## src/rtl/ip_rx_pkg.sv

```systemverilog
// Shared types and constants for the IPv4 receive parser.
// FSM states, protocol constants and the last-word byte-enable mapping.
package ip_rx_pkg;

    typedef enum logic [1:0] {
        HDR     = 2'd0,
        PAYLOAD = 2'd1,
        DISCARD = 2'd2
    } state_t;

    localparam logic [7:0]  IP_PROTO_UDP = 8'd17;
    localparam logic [3:0]  IP_VERSION_4 = 4'd4;
    localparam logic [31:0] IP_BCAST     = 32'hFFFF_FFFF;
    localparam logic [3:0]  IP_IHL_MIN   = 4'd5;

    // Byte enables of the final datagram word from the low bits of the
    // remaining byte count (0 means a full word is left).
    function automatic logic [3:0] rem_to_be(input logic [1:0] rem);
        logic [3:0] be;
        case (rem)
            2'd0:    be = 4'b1111;
            2'd1:    be = 4'b1000;
            2'd2:    be = 4'b1100;
            default: be = 4'b1110;
        endcase
        return be;
    endfunction

endpackage

```

## src/rtl/ip_csum_acc.sv

```systemverilog
// IPv4 header checksum accumulator.
// Adds both 16-bit halves of one 32-bit word per cycle into a 16-bit
// end-around-carry sum. sum_o already includes the word on the input, so the
// verdict for the last header word is available in the same cycle.
// Only instantiated when IP_RX_CHECKSUM_EN is defined.
module ip_csum_acc (
    input  logic        clk,
    input  logic        rst,
    input  logic        clr,
    input  logic        acc_en,
    input  logic [31:0] word,
    output logic [15:0] sum_o
);

    logic [15:0] acc_p0;
    logic [15:0] base;

    // One's-complement add: the carry out of bit 15 wraps into bit 0.
    // A single wrap suffices because the wrapped sum cannot carry again.
    function automatic logic [15:0] eac_add(input logic [15:0] a, input logic [15:0] b);
        logic [16:0] s;
        s = {1'b0, a} + {1'b0, b};
        return s[15:0] + {15'd0, s[16]};
    endfunction

    // Folded sum including the current word; clr restarts from zero.
    always_comb begin
        base  = clr ? 16'd0 : acc_p0;
        sum_o = eac_add(eac_add(base, word[31:16]), word[15:0]);
    end

    // Running sum register, advanced once per accepted header word.
    always_ff @(posedge clk or posedge rst) begin
        if (rst) begin
            acc_p0 <= 16'd0;
        end else if (acc_en) begin
            acc_p0 <= sum_o;
        end
    end

endmodule

```

## src/rtl/ip_rx_parse.sv

```systemverilog
// IPv4 receive parser: validates the IPv4 header, strips it (options
// included), trims Ethernet padding using Total Length and forwards only the
// UDP datagram through a one-deep output register slice.
// Optional feature macro: IP_RX_CHECKSUM_EN enables header checksum checking;
// without it the checksum always passes.
module ip_rx_parse
    import ip_rx_pkg::*;
#(
    parameter int unsigned DROP_CNT_W   = 16,
    parameter bit          ACCEPT_BCAST = 1'b1
) (
    input  logic                  clk_user_i,
    input  logic                  reset_i,
    input  logic                  rx_mac_data_vld_i,
    input  logic [31:0]           rx_mac_data_i,
    input  logic [3:0]            rx_mac_be_i,
    input  logic                  rx_mac_tlast_i,
    output logic                  rx_mac_ready_o,
    output logic                  rx_ip_data_vld_o,
    output logic [31:0]           rx_ip_data_o,
    output logic [3:0]            rx_ip_be_o,
    output logic                  rx_ip_tlast_o,
    input  logic                  rx_ip_ready_i,
    input  logic [31:0]           our_ip_address,
    output logic [31:0]           rx_src_ip_o,
    output logic [DROP_CNT_W-1:0] drop_cnt_o,
    output logic [DROP_CNT_W-1:0] err_cnt_o
);

    state_t      state, state_nxt;
    logic        run_r;
    logic [3:0]  hcnt;
    logic [3:0]  ver_r, ihl_r;
    logic [15:0] tot_len_r;
    logic [7:0]  proto_r;
    logic [31:0] src_r, dst_r;
    logic [15:0] rem_r;

    logic        in_xfer, hdr_xfer;
    logic [3:0]  cur_ver, cur_ihl, hdr_words;
    logic [15:0] cur_len, ihl_bytes;
    logic [16:0] len_min;
    logic [7:0]  cur_proto;
    logic [31:0] cur_dst;
    logic        hdr_last, dst_ok, hdr_ok, csum_ok, pay_final;
    logic        accept, drop_inc, err_inc, pay_load;

    // Saturating increment for the drop/error counters.
    function automatic logic [DROP_CNT_W-1:0] sat_inc(input logic [DROP_CNT_W-1:0] v);
        return (&v) ? v : v + {{(DROP_CNT_W-1){1'b0}}, 1'b1};
    endfunction

    // Held low until the first clock after reset so the upstream sees no
    // accept while reset is asserted.
    assign rx_mac_ready_o = run_r & ((state != PAYLOAD) | ~rx_ip_data_vld_o | rx_ip_ready_i);
    assign in_xfer        = rx_mac_data_vld_i & rx_mac_ready_o;
    assign hdr_xfer       = in_xfer & (state == HDR);

`ifdef IP_RX_CHECKSUM_EN
    logic [15:0] csum_sum;

    ip_csum_acc u_csum (
        .clk    (clk_user_i),
        .rst    (reset_i),
        .clr    (hcnt == 4'd0),
        .acc_en (hdr_xfer),
        .word   (rx_mac_data_i),
        .sum_o  (csum_sum)
    );

    assign csum_ok = (csum_sum == 16'hFFFF);
`else
    assign csum_ok = 1'b1;
`endif

    // Header fields as seen on the current word: take the live input on the
    // word that carries a field, the captured copy afterwards.
    always_comb begin
        cur_ver   = (hcnt == 4'd0) ? rx_mac_data_i[31:28] : ver_r;
        cur_ihl   = (hcnt == 4'd0) ? rx_mac_data_i[27:24] : ihl_r;
        cur_len   = (hcnt == 4'd0) ? rx_mac_data_i[15:0]  : tot_len_r;
        cur_proto = (hcnt == 4'd2) ? rx_mac_data_i[23:16] : proto_r;
        cur_dst   = (hcnt == 4'd4) ? rx_mac_data_i        : dst_r;
        // A bogus IHL below 5 still consumes the fixed 5-word header so that
        // every field is seen before the verdict.
        hdr_words = (cur_ihl < IP_IHL_MIN) ? IP_IHL_MIN : cur_ihl;
        hdr_last  = (hcnt == hdr_words - 4'd1);
        ihl_bytes = {10'd0, cur_ihl, 2'b00};
        len_min   = {1'b0, ihl_bytes} + 17'd8;
        dst_ok    = (cur_dst == our_ip_address) || (ACCEPT_BCAST && (cur_dst == IP_BCAST));
        hdr_ok    = (cur_ver == IP_VERSION_4) && (cur_ihl >= IP_IHL_MIN) &&
                    ({1'b0, cur_len} >= len_min) && (cur_proto == IP_PROTO_UDP) &&
                    dst_ok && csum_ok;
        pay_final = (rem_r <= 16'd4);
    end

    // FSM state register.
    always_ff @(posedge clk_user_i or posedge reset_i) begin
        if (reset_i) begin
            state <= HDR;
            run_r <= 1'b0;
        end else begin
            state <= state_nxt;
            run_r <= 1'b1;
        end
    end

    // Next state and per-word control strobes.
    always_comb begin
        state_nxt = state;
        accept    = 1'b0;
        drop_inc  = 1'b0;
        err_inc   = 1'b0;
        pay_load  = 1'b0;
        case (state)
            HDR: begin
                if (in_xfer) begin
                    if (rx_mac_tlast_i) begin
                        drop_inc  = 1'b1;
                        state_nxt = HDR;
                    end else if (hdr_last) begin
                        if (hdr_ok) begin
                            accept    = 1'b1;
                            state_nxt = PAYLOAD;
                        end else begin
                            drop_inc  = 1'b1;
                            state_nxt = DISCARD;
                        end
                    end
                end
            end
            PAYLOAD: begin
                if (in_xfer) begin
                    pay_load = 1'b1;
                    if (pay_final) begin
                        state_nxt = rx_mac_tlast_i ? HDR : DISCARD;
                    end else if (rx_mac_tlast_i) begin
                        err_inc   = 1'b1;
                        state_nxt = HDR;
                    end
                end
            end
            DISCARD: begin
                if (in_xfer && rx_mac_tlast_i) begin
                    state_nxt = HDR;
                end
            end
            default: state_nxt = HDR;
        endcase
    end

    // Header word counter, restarted at the end of every header.
    always_ff @(posedge clk_user_i or posedge reset_i) begin
        if (reset_i) begin
            hcnt <= 4'd0;
        end else if (hdr_xfer) begin
            hcnt <= (rx_mac_tlast_i || hdr_last) ? 4'd0 : hcnt + 4'd1;
        end
    end

    // Header field capture and remaining-datagram byte count.
    always_ff @(posedge clk_user_i) begin
        if (hdr_xfer) begin
            if (hcnt == 4'd0) begin
                ver_r     <= rx_mac_data_i[31:28];
                ihl_r     <= rx_mac_data_i[27:24];
                tot_len_r <= rx_mac_data_i[15:0];
            end
            if (hcnt == 4'd2) proto_r <= rx_mac_data_i[23:16];
            if (hcnt == 4'd3) src_r   <= rx_mac_data_i;
            if (hcnt == 4'd4) dst_r   <= rx_mac_data_i;
        end
        if (accept) begin
            rem_r <= cur_len - ihl_bytes;
        end else if (pay_load) begin
            rem_r <= (rem_r > 16'd4) ? rem_r - 16'd4 : 16'd0;
        end
    end

    // Output register slice, source address and saturating counters.
    always_ff @(posedge clk_user_i or posedge reset_i) begin
        if (reset_i) begin
            rx_ip_data_vld_o <= 1'b0;
            rx_ip_data_o     <= 32'd0;
            rx_ip_be_o       <= 4'd0;
            rx_ip_tlast_o    <= 1'b0;
            rx_src_ip_o      <= 32'd0;
            drop_cnt_o       <= '0;
            err_cnt_o        <= '0;
        end else begin
            if (pay_load) begin
                rx_ip_data_vld_o <= 1'b1;
                rx_ip_data_o     <= rx_mac_data_i;
                if (pay_final) begin
                    rx_ip_tlast_o <= 1'b1;
                    rx_ip_be_o    <= rem_to_be(rem_r[1:0]);
                end else if (rx_mac_tlast_i) begin
                    rx_ip_tlast_o <= 1'b1;
                    rx_ip_be_o    <= rx_mac_be_i;
                end else begin
                    rx_ip_tlast_o <= 1'b0;
                    rx_ip_be_o    <= 4'b1111;
                end
            end else if (rx_ip_ready_i) begin
                rx_ip_data_vld_o <= 1'b0;
            end
            if (accept)   rx_src_ip_o <= src_r;
            if (drop_inc) drop_cnt_o  <= sat_inc(drop_cnt_o);
            if (err_inc)  err_cnt_o   <= sat_inc(err_cnt_o);
        end
    end

endmodule
```

## config.mk

```make
export PLATFORM = sky130hd
export DESIGN_NAME = ip_rx_parse
export DESIGN_NICKNAME = d
export VERILOG_FILES = /design/src/rtl/ip_rx_pkg.sv /design/src/rtl/ip_csum_acc.sv /design/src/rtl/ip_rx_parse.sv
export SDC_FILE = /design/constraint.sdc
export NUM_CORES = 1
export LEC_CHECK = 0
export ABC_AREA = 1
export CAP_MARGIN = 10
export CORE_MARGIN = 3
export CORE_UTILIZATION = 50
export DETAILED_ROUTE_END_ITERATION = 10
export PLACE_DENSITY = 0.75
export RECOVER_POWER = 50
export SKIP_CTS_REPAIR_TIMING = 1
export SKIP_LAST_GASP = 1
export SLEW_MARGIN = 25
export SYNTH_ARGS = -nofsm -noshare
export SYNTH_HDL_FRONTEND = slang
export SYNTH_HIERARCHICAL = 1
export SYNTH_SLANG_ARGS = --single-unit
```

## constraint.sdc

```tcl
create_clock -name clk_user_i -period 8.9 [get_ports clk_user_i]
set_input_delay 2.67 -clock clk_user_i [delete_from_list [all_inputs] [get_ports clk_user_i]]
set_output_delay 2.67 -clock clk_user_i [all_outputs]
set_load 0.02 [all_outputs]
```

# Word level (Yosys, flattened, before mapping)
# Cells that the tools add are included.
[classes]
addsub = 7
n_lt_le_gt_ge = 5
n_eq_ne = 18
mux = 42
n_bitwise = 8
reduce_logical = 18
[op_table]
columns = ["op", "n"]
rows = [
  ["$mux 16", 4],
  ["$add 16x1->16 const B", 2],
  ["$eq 32x32->1", 1],
  ["$eq 32x32->1 const B", 1],
  ["$mux 32", 1],
  ["$reduce_and 16->1", 2],
  ["$mux 4", 6],
  ["$mux 1", 19],
  ["$mux 2", 9],
  ["$ge 16x7->1", 1],
  ["$gt 16x3->1 const B", 1],
  ["$le 16x3->1 const B", 1],
  ["$sub 16x3->16 const B", 1],
  ["$sub 16x6->16", 1],
  ["$pmux 3 s3", 1],
  ["$eq 4x2->1 const B", 2],
  ["$eq 4x3->1 const B", 2],
  ["$eq 8x5->1 const B", 1],
  ["$mux 8", 1],
  ["$add 6x4->7 const B", 1],
  ["$ne 2x2->1 const B", 3],
  ["$ne 3x3->1 const B", 2],
  ["$pmux 2 s3", 1],
  ["$reduce_and 2->1", 3],
  ["other kinds (17)", 31],
]
[word_totals]
ff_bits = 221
in_bits = 73
out_inout_bits = 103
elab_cells = 115

# Logic depth before layout (Yosys ltp)
# Gate-level depths: netlist of run 1.
[depth]
depth_word = 13
ltp_mapped = 24
ltp_nobuf = 21

# Worst setup path after synthesis of run 1
# No wires, ideal clock.
[synth_timing]
path_kind = "input to register"
from = "in rx_ip_ready_i"
to = "reg src_r[0], enable pin"
setup_ps = 501
arrival_ps = 6563
required_ps = 8399
slack_ps = 1836
cell_stages = 5
path_buffers = 0
path_cell_list = "inv_1 a31oi_1 and2_1 nand2_1 nor4_1"
[synth_between]
elab_chain_cells = 5
[synth_lines]
columns = ["element", "line_no", "text"]
rows = [
  ["start: declaration", "ip_rx_parse.sv:23", "input logic rx_ip_ready_i,"],
  ["$or 1x1->1", "ip_rx_parse.sv:55", "assign rx_mac_ready_o = run_r & ((state != PAYLOAD) | ~rx_ip_data_vld_o | rx_ip_ready_i);"],
  ["$and 1x1->1", "ip_rx_parse.sv:55", ""],
  ["net rx_mac_ready_o", "ip_rx_parse.sv:18", "output logic rx_mac_ready_o,"],
  ["$and 1x1->1", "ip_rx_parse.sv:56", "assign in_xfer = rx_mac_data_vld_i & rx_mac_ready_o;"],
  ["$and 1x1->1", "ip_rx_parse.sv:57", "assign hdr_xfer = in_xfer & (state == HDR);"],
  ["$reduce_and 2->1 (no source line)", "-", ""],
  ["end signal: assignment", "ip_rx_parse.sv:170", "if (hcnt == 4'd3) src_r <= rx_mac_data_i;"],
  ["end: declaration", "ip_rx_parse.sv:36", "logic [31:0] src_r, dst_r;"],
]
# The timed path passes the listed nets, and every way through them passes these cells.
# A chain may end at the register's enable or synchronous reset.

# Final worst setup path of run 1
[layout_timing]
from = "in rx_mac_data_i[25]"
to = "reg rem_r[3], enable pin"
[layout_between]
elab_chain_cells = 12
elab_cells_between_ends = 22
[layout_lines]
columns = ["element", "line_no", "text"]
rows = [
  ["start: declaration", "ip_rx_parse.sv:15", "input logic [31:0] rx_mac_data_i,"],
  ["$mux 4 *", "-", ""],
  ["net cur_ihl[1]", "ip_rx_parse.sv:40", "logic [3:0] cur_ver, cur_ihl, hdr_words;"],
  ["$add 6x4->7 / $ge 4x3->1 (equally long branches)", "ip_rx_parse.sv:89, ip_rx_parse.sv:91", ""],
  ["$ge 16x7->1 / $logic_and 1x1->1 (equally long branches)", "ip_rx_parse.sv:92, ip_rx_parse.sv:91", ""],
  ["$logic_and 1x1->1", "ip_rx_parse.sv:91", "hdr_ok = (cur_ver == IP_VERSION_4) && (cur_ihl >= IP_IHL_MIN) &&"],
  ["$logic_and 1x1->1 (2 in series)", "ip_rx_parse.sv:92", "({1'b0, cur_len} >= len_min) && (cur_proto == IP_PROTO_UDP) &&"],
  ["$mux 1", "ip_rx_parse.sv:122", "if (hdr_ok) begin"],
  ["$mux 1 *", "ip_rx_parse.sv:121", "end else if (hdr_last) begin"],
  ["$mux 1 *", "ip_rx_parse.sv:118", "if (rx_mac_tlast_i) begin"],
  ["$mux 1 *", "ip_rx_parse.sv:117", "if (in_xfer) begin"],
  ["$mux 1 *", "ip_rx_parse.sv:115", "case (state)"],
  ["$reduce_bool 2->1 (no source line) *", "-", ""],
  ["end signal: assignment", "ip_rx_parse.sv:174", "rem_r <= cur_len - ihl_bytes;"],
  ["end signal: assignment", "ip_rx_parse.sv:176", "rem_r <= (rem_r > 16'd4) ? rem_r - 16'd4 : 16'd0;"],
  ["end: declaration", "ip_rx_parse.sv:37", "logic [15:0] rem_r;"],
]
# Mark *: on every way through the listed nets, which the timed path passes. The rest lies on a longest branch.

==> results of run 1 <==
-- layer usage --
metal	vias to the layer above	global-route usage, %
met5	-	0
met4	0	6.044
met3	44	4.562
met2	414	38.54
met1	4455	36.48
li1	4533	-
-- state kept, by name, summed over array words and instances, names as in the netlist, 16 cells and up --
| name | count |
|---|---|
| rx_src_ip_o | 32 |
| err_cnt_o | 16 |
| rem_r | 16 |
| rx_ip_data_o | 32 |
| tot_len_r | 16 |
| dst_r | 32 |
| drop_cnt_o | 16 |
| src_r | 32 |
-- layout make-up --
cell class | count | area share, %
tap | 275 | 2.474
clock inverter | 5 | 0.3329
timing repair buffer | 182 | 12.95
sequential | 221 | 43.80
antenna | 1 | 0.01799
inverter | 133 | 3.599
clock buffer | 41 | 5.578
multi-input combinational | 906 | 31.26
-- synthesized netlist by cell type (all sizes together), types with 3 or more instances --
| cell | count | area share [%] |
|---|---|---|
| a21oi | 9 | 0.54 |
| buf | 26 | 1.4 |
| clkbuf | 9 | 0.30 |
| dfrtp | 109 | 25 |
| edfxtp | 112 | 30 |
| ha | 18 | 2.0 |
| inv | 131 | 4.4 |
| nand2 | 519 | 18 |
| nand3 | 76 | 3.6 |
| nand3b | 24 | 1.6 |
| nand4 | 24 | 1.3 |
| nor2 | 81 | 3.0 |
| nor3 | 21 | 0.94 |
| nor4 | 5 | 0.28 |
| o21ai | 62 | 2.9 |
| o21bai | 3 | 0.20 |
| xnor2 | 19 | 1.5 |
| xor2 | 33 | 2.6 |
-- power groups by stage --
| stage | Sequential (mW) | Clock (mW) | Combinational (mW) |
|---|---|---|---|
| after floorplan | 1.52 | 0 | 0.965 |
| after global placement | 1.43 | 0 | 1.52 |
| after detailed placement | 1.43 | 0 | 1.57 |
| after CTS | 1.42 | 1.02 | 1.58 |
| after global routing | 1.44 | 1.07 | 1.74 |
| final | 1.42 | 1.01 | 1.54 |
-- worst paths after layout --
kind	startpoint	to	slack [ns]	cells after the start
max	rx_mac_data_i[25]	rem_r[3]$_DFFE_PP_	1.92	15
min	src_r[9]$_DFFE_PP_	rx_src_ip_o[9]$_DFFE_PP0N_	0.43	2
max reg2reg	hcnt[0]$_DFFE_PP0P_	rem_r[3]$_DFFE_PP_	2.86	16
min reg2reg	src_r[9]$_DFFE_PP_	rx_src_ip_o[9]$_DFFE_PP0N_	0.43	2
max in group asynchronous	reset_i	rx_ip_data_o[26]$_DFFE_PP0P_	4.14	3
min in group asynchronous	reset_i	err_cnt_o[2]$_DFFE_PP0P_	3.14	2
-- cell families after synthesis --
group,count (synthesis)
adders and majority gates,20
buffers and inverters,168
other,1
and+or+nand+nor,752
AOI/OAI and AO/OA,81
xor gates and xnor gates,52
DFF,221
-- worst max-delay path, stage by stage --
cell and delay (ns):
dlygate4sd3_1 0.60, inv_1 0.06, o21ai_0 0.76, nand2_1 0.19
nand2_1 0.17, nand2_1 0.08, inv_1 0.08, ha_1 0.17
xnor2_1 0.15, nand3_1 0.10, a21oi_1 0.22, nand3_2 0.12
nor2_1 0.15, nand4_1 0.76, nand2_1 0.85
==> results.json, run 1 <==
{
  "routedWlPerCell_um": 16.87,
  "cts-root-buf": "clkbuf_16",
  "fin_ws_ns": 1.921,
  "ys_seq_elements": 221,
  "met1_length_mm": 12.98,
  "netlist_area_mm2": 0.01113,
  "io_pins": 176,
  "design_area_mm2": 0.01391,
  "yosysWarningCount": 6,
  "ys.flop_type": "edfxtp_1",
  "n_fill_cell": 1746,
  "drt_iter0_drc": 843,
  "tightest_slew_ns": 2.651,
  "cts_tree": "done",
  "final_common_cell": "nand2_1",
  "timing.final.crit_share_pct": 78.42,
  "cp.arrival_ns": 7.13,
  "syn_inst": 1295,
  "areaGrowthSynthToFinish_pct": 24.93,
  "fp-row-count": 53,
  "coreArea_mm2": 0.02142,
  "synthMuxAreaShare_pct": 0,
  "slew_violations": 108,
  "p_seq_share_pct": 35.7,
  "power.total_mw": 3.975,
  "start_kind": "input pin",
  "numCtsBuffers": 25,
  "clk_latency_ns": 0.54,
  "cp-end-kind": "flip-flop",
  "globalplace.congestion": 0.9346,
  "antenna_found_initial": 0,
  "stdcell_count": 1764,
  "dp_slack_ns": 1.790,
  "syn_avg_cell_area_um2": 8.596,
  "hold_violations": 0,
  "dieHeight_um": 155.2,
  "clockBufferDepth": 3,
  "synth_compound_area_share_pct": 4.080,
  "dr_wl_met2_mm": 13.39,
  "cp_max_fo": 22,
  "status": "complete, but fails checks",
  "clock-sinks": 221,
  "dp_hpwl_mm": 21.53,
  "fmax_mhz": 143.3,
  "routed_wl_mm": 29.75,
  "multi_input_area_mm2": 0.004347,
  "seq_area_mm2": 0.006091,
  "ant_nets": 0,
  "yosys.area_share.xor_xnor_pct": 4.091,
  "yosys.area_share.simple_pct": 28.47,
  "hold_class": "reg2reg",
  "power_frac_comb_pct": 38.9,
  "ys_seq_area_share_pct": 54.72,
  "max-slew-margin-rel_pct": -76.74,
  "grt_max_degree": 73,
  "cts-htree-levels": 1,
  "maxCapViolCount": 2,
  "vdd.ir_drop.worst_v": 0.0001461,
  "worst_ep_required_time_ns": 9.05,
  "overflow": 0,
  "dp.cells": 1717,
  "synthesis.nets": 1388,
  "top_layer_used": "met4",
  "grt_pass1_vias": 9149,
  "synth_edf_count": 112,
  "die_x_um": 155.2,
  "die_area_mm2": 0.02409,
  "postPlaceCellArea_mm2": 0.01310,
  "p_int_mw": 2.434,
  "vias": 9446,
  "vias_per_cell": 5.355,
  "synthArstFlopShare_pct": 49.32,
  "p_leak_nw": 6.478,
  "grt_pass1_wl_mm": 48.11,
  "path_class": "in2reg",
  "globalRouteTotalUtil_pct": 24.81,
  "switching_share_pct": 38.76,
  "post-route-drc-count": 0,
  "final_nets": 1562,
  "final_layout_size_suffix_gt1_share_pct": 4.032,
  "synth_top_family_by_area": "simple AND/OR/NAND/NOR gates",
  "final_util_pct": 64.93,
  "portBuffers": 175,
  "grt_setup_unrepaired": "false",
  "pwr-share-clk_pct": 25.4,
  "p_per_area_mw_per_mm2": 285.8,
  "synthAdderAreaFrac_pct": 2.383,
  "wl_met3_mm": 2.729,
  "dr.pass1.iters": 5,
  "fin_crit_ns": 6.979,
  "synth_cell_types": 41,
  "initial_core_util_pct": 51.97,
  "switching_power_mw": 1.541,
  "setup_viol": 0,
  "violations": "capacitance limit, slew limit",
  "tns_ns": 0,
  "layout_common_cells": "nand2_1, inv_1, edfxtp_1",
  "whs_ns": 0.4336,
  "clkTransAtPathRegs_ns": 0.06,
  "fin_worst_skew_ns": 0.01794
}
(Power assumes the default switching activity.)
==> run 2: changes to the inputs <==
--- a/config.mk
+++ b/config.mk
@@ -8,9 +8,9 @@
 export ABC_AREA = 1
 export CAP_MARGIN = 10
 export CORE_MARGIN = 3
-export CORE_UTILIZATION = 50
+export CORE_UTILIZATION = 49
 export DETAILED_ROUTE_END_ITERATION = 10
-export PLACE_DENSITY = 0.75
+export PLACE_DENSITY = 0.77
 export RECOVER_POWER = 50
 export SKIP_CTS_REPAIR_TIMING = 1
 export SKIP_LAST_GASP = 1
==> constraint.sdc (replaced) <==
create_clock -name clk_user_i -period 5.8 [get_ports clk_user_i]
set_input_delay 1.74 -clock clk_user_i [delete_from_list [all_inputs] [get_ports clk_user_i]]
set_output_delay 1.74 -clock clk_user_i [all_outputs]
set_load 0.02 [all_outputs]
==> results.json, run 2 (synthesis gave the netlist of run 1 again) <==
{
  "stdcell_count": 1773,
  "n_fill_cell": 1820,
  "dp_hpwl_mm": 22.03,
  "hold_violations": 0,
  "fin_crit_ns": 4.895,
  "timing.final.crit_share_pct": 84.39,
  "maxCapViolCount": 1,
  "tightest_slew_ns": 3.162,
  "cts-root-buf": "clkbuf_16",
  "routed_wl_mm": 30.39,
  "clockBufferDepth": 3,
  "fmax_mhz": 204.3,
  "drt_iter0_drc": 850,
  "vias": 9452,
  "final_layout_size_suffix_gt1_share_pct": 4.421,
  "dieHeight_um": 156.7,
  "grt_pass1_wl_mm": 48.23,
  "antenna_cells": 0,
  "hold_class": "reg2reg",
  "status": "complete, but fails checks",
  "vias_per_cell": 5.331,
  "final_common_cell": "nand2_1",
  "globalRouteTotalUtil_pct": 24.71,
  "worst_ep_required_time_ns": 4.06,
  "p_per_area_mw_per_mm2": 438.1,
  "max-slew-margin-rel_pct": -112.0,
  "cts_tree": "done",
  "io_pins": 176,
  "overflow": 0,
  "routedWlPerCell_um": 17.14,
  "cp-end-kind": "primary output",
  "final_nets": 1568,
  "coreArea_mm2": 0.02209,
  "clkTransAtPathRegs_ns": 0.06,
  "portBuffers": 175,
  "violations": "capacitance limit, slew limit",
  "grt_pass1_vias": 9000,
  "p_leak_nw": 6.560,
  "cts-htree-levels": 1,
  "grt_setup_unrepaired": "false",
  "grt_max_degree": 71,
  "fp-row-count": 54,
  "path_class": "in2out",
  "die_area_mm2": 0.02456,
  "antenna_found_initial": 0,
  "post-route-drc-count": 0,
  "cp_max_fo": 2,
  "final_util_pct": 63.12,
  "dp.cells": 1729,
  "ant_nets": 0,
  "vdd.ir_drop.worst_v": 0.0002981,
  "initial_core_util_pct": 50.39,
  "slew_violations": 71,
  "setup_viol": 0,
  "fin_worst_skew_ns": 0.01828,
  "globalplace.congestion": 0.9803,
  "clock-sinks": 221,
  "die_x_um": 156.7,
  "start_kind": "input pin",
  "numCtsBuffers": 24,
  "cp.arrival_ns": 3.15,
  "clk_latency_ns": 0.52,
  "areaGrowthSynthToFinish_pct": 25.27,
  "tns_ns": 0,
  "layout_common_cells": "nand2_1, inv_1, edfxtp_1",
  "dr.pass1.iters": 5
}
-- run 2: cell type report --
class | instances | area [µm²] | share of cell area, %
sequential | 221 | 6091 | 43.68
multi-input combinational | 906 | 4354 | 31.22
timing repair buffer | 189 | 1834 | 13.15
clock buffer | 32 | 734.5 | 5.267
inverter | 133 | 500.5 | 3.589
tap | 280 | 350.3 | 2.512
clock inverter | 12 | 80.08 | 0.5742
-- run 2: stage by stage --
step	power, mW	instance area [µm²]	worst slack (ns)	hold slack, ns
6_report	6.109	13940	0.9051	0.4353
5_1_grt	6.521	13940	0.4912	0.4547
3_3_place_gp	4.570	13170	0.8738	0.4190
2_1_floorplan	3.812	11140	1.016	0.4184
3_5_place_dp	4.639	13170	0.7740	0.4249
4_1_cts	6.192	13980	0.9646	0.4372
-- run 2: report_power, final --
part,switching (mW),internal (mW)
registers,0.173,2.00
logic,1.58,0.818
clock network,0.642,0.899
-- run 2: layer usage --
layer | vias up | track usage (%) | part of all wire, %
met5 | - | 0 | 0
met4 | 0 | 6.294 | 2.5
met3 | 54 | 5.144 | 10
met1 | 4410 | 34.06 | 41
met2 | 451 | 40.17 | 46
li1 | 4537 | - | -
-- run 2: path summary, 6_finish.rpt --
path	from	cells after the start	slack [ns]	endpoint
worst min register to register	src_r[6]$_DFFE_PP_	2	0.44	rx_src_ip_o[6]$_DFFE_PP0N_
max in group asynchronous	reset_i	3	1.19	drop_cnt_o[1]$_DFFE_PP0P_
worst max register to register	hcnt[0]$_DFFE_PP0P_	16	1.05	rem_r[2]$_DFFE_PP_
min in group asynchronous	reset_i	2	2.59	rx_src_ip_o[16]$_DFFE_PP0N_
worst min-delay path	src_r[6]$_DFFE_PP_	2	0.44	rx_src_ip_o[6]$_DFFE_PP0N_
worst max-delay path	rx_ip_ready_i	4	0.91	rx_mac_ready_o
-- run 2: critical path, cell delays in order --
cell and delay, ns:
dlygate4sd3_1 0.53, inv_1 0.05, a31oi_1 0.20, clkdlybuf4s50_1 0.64
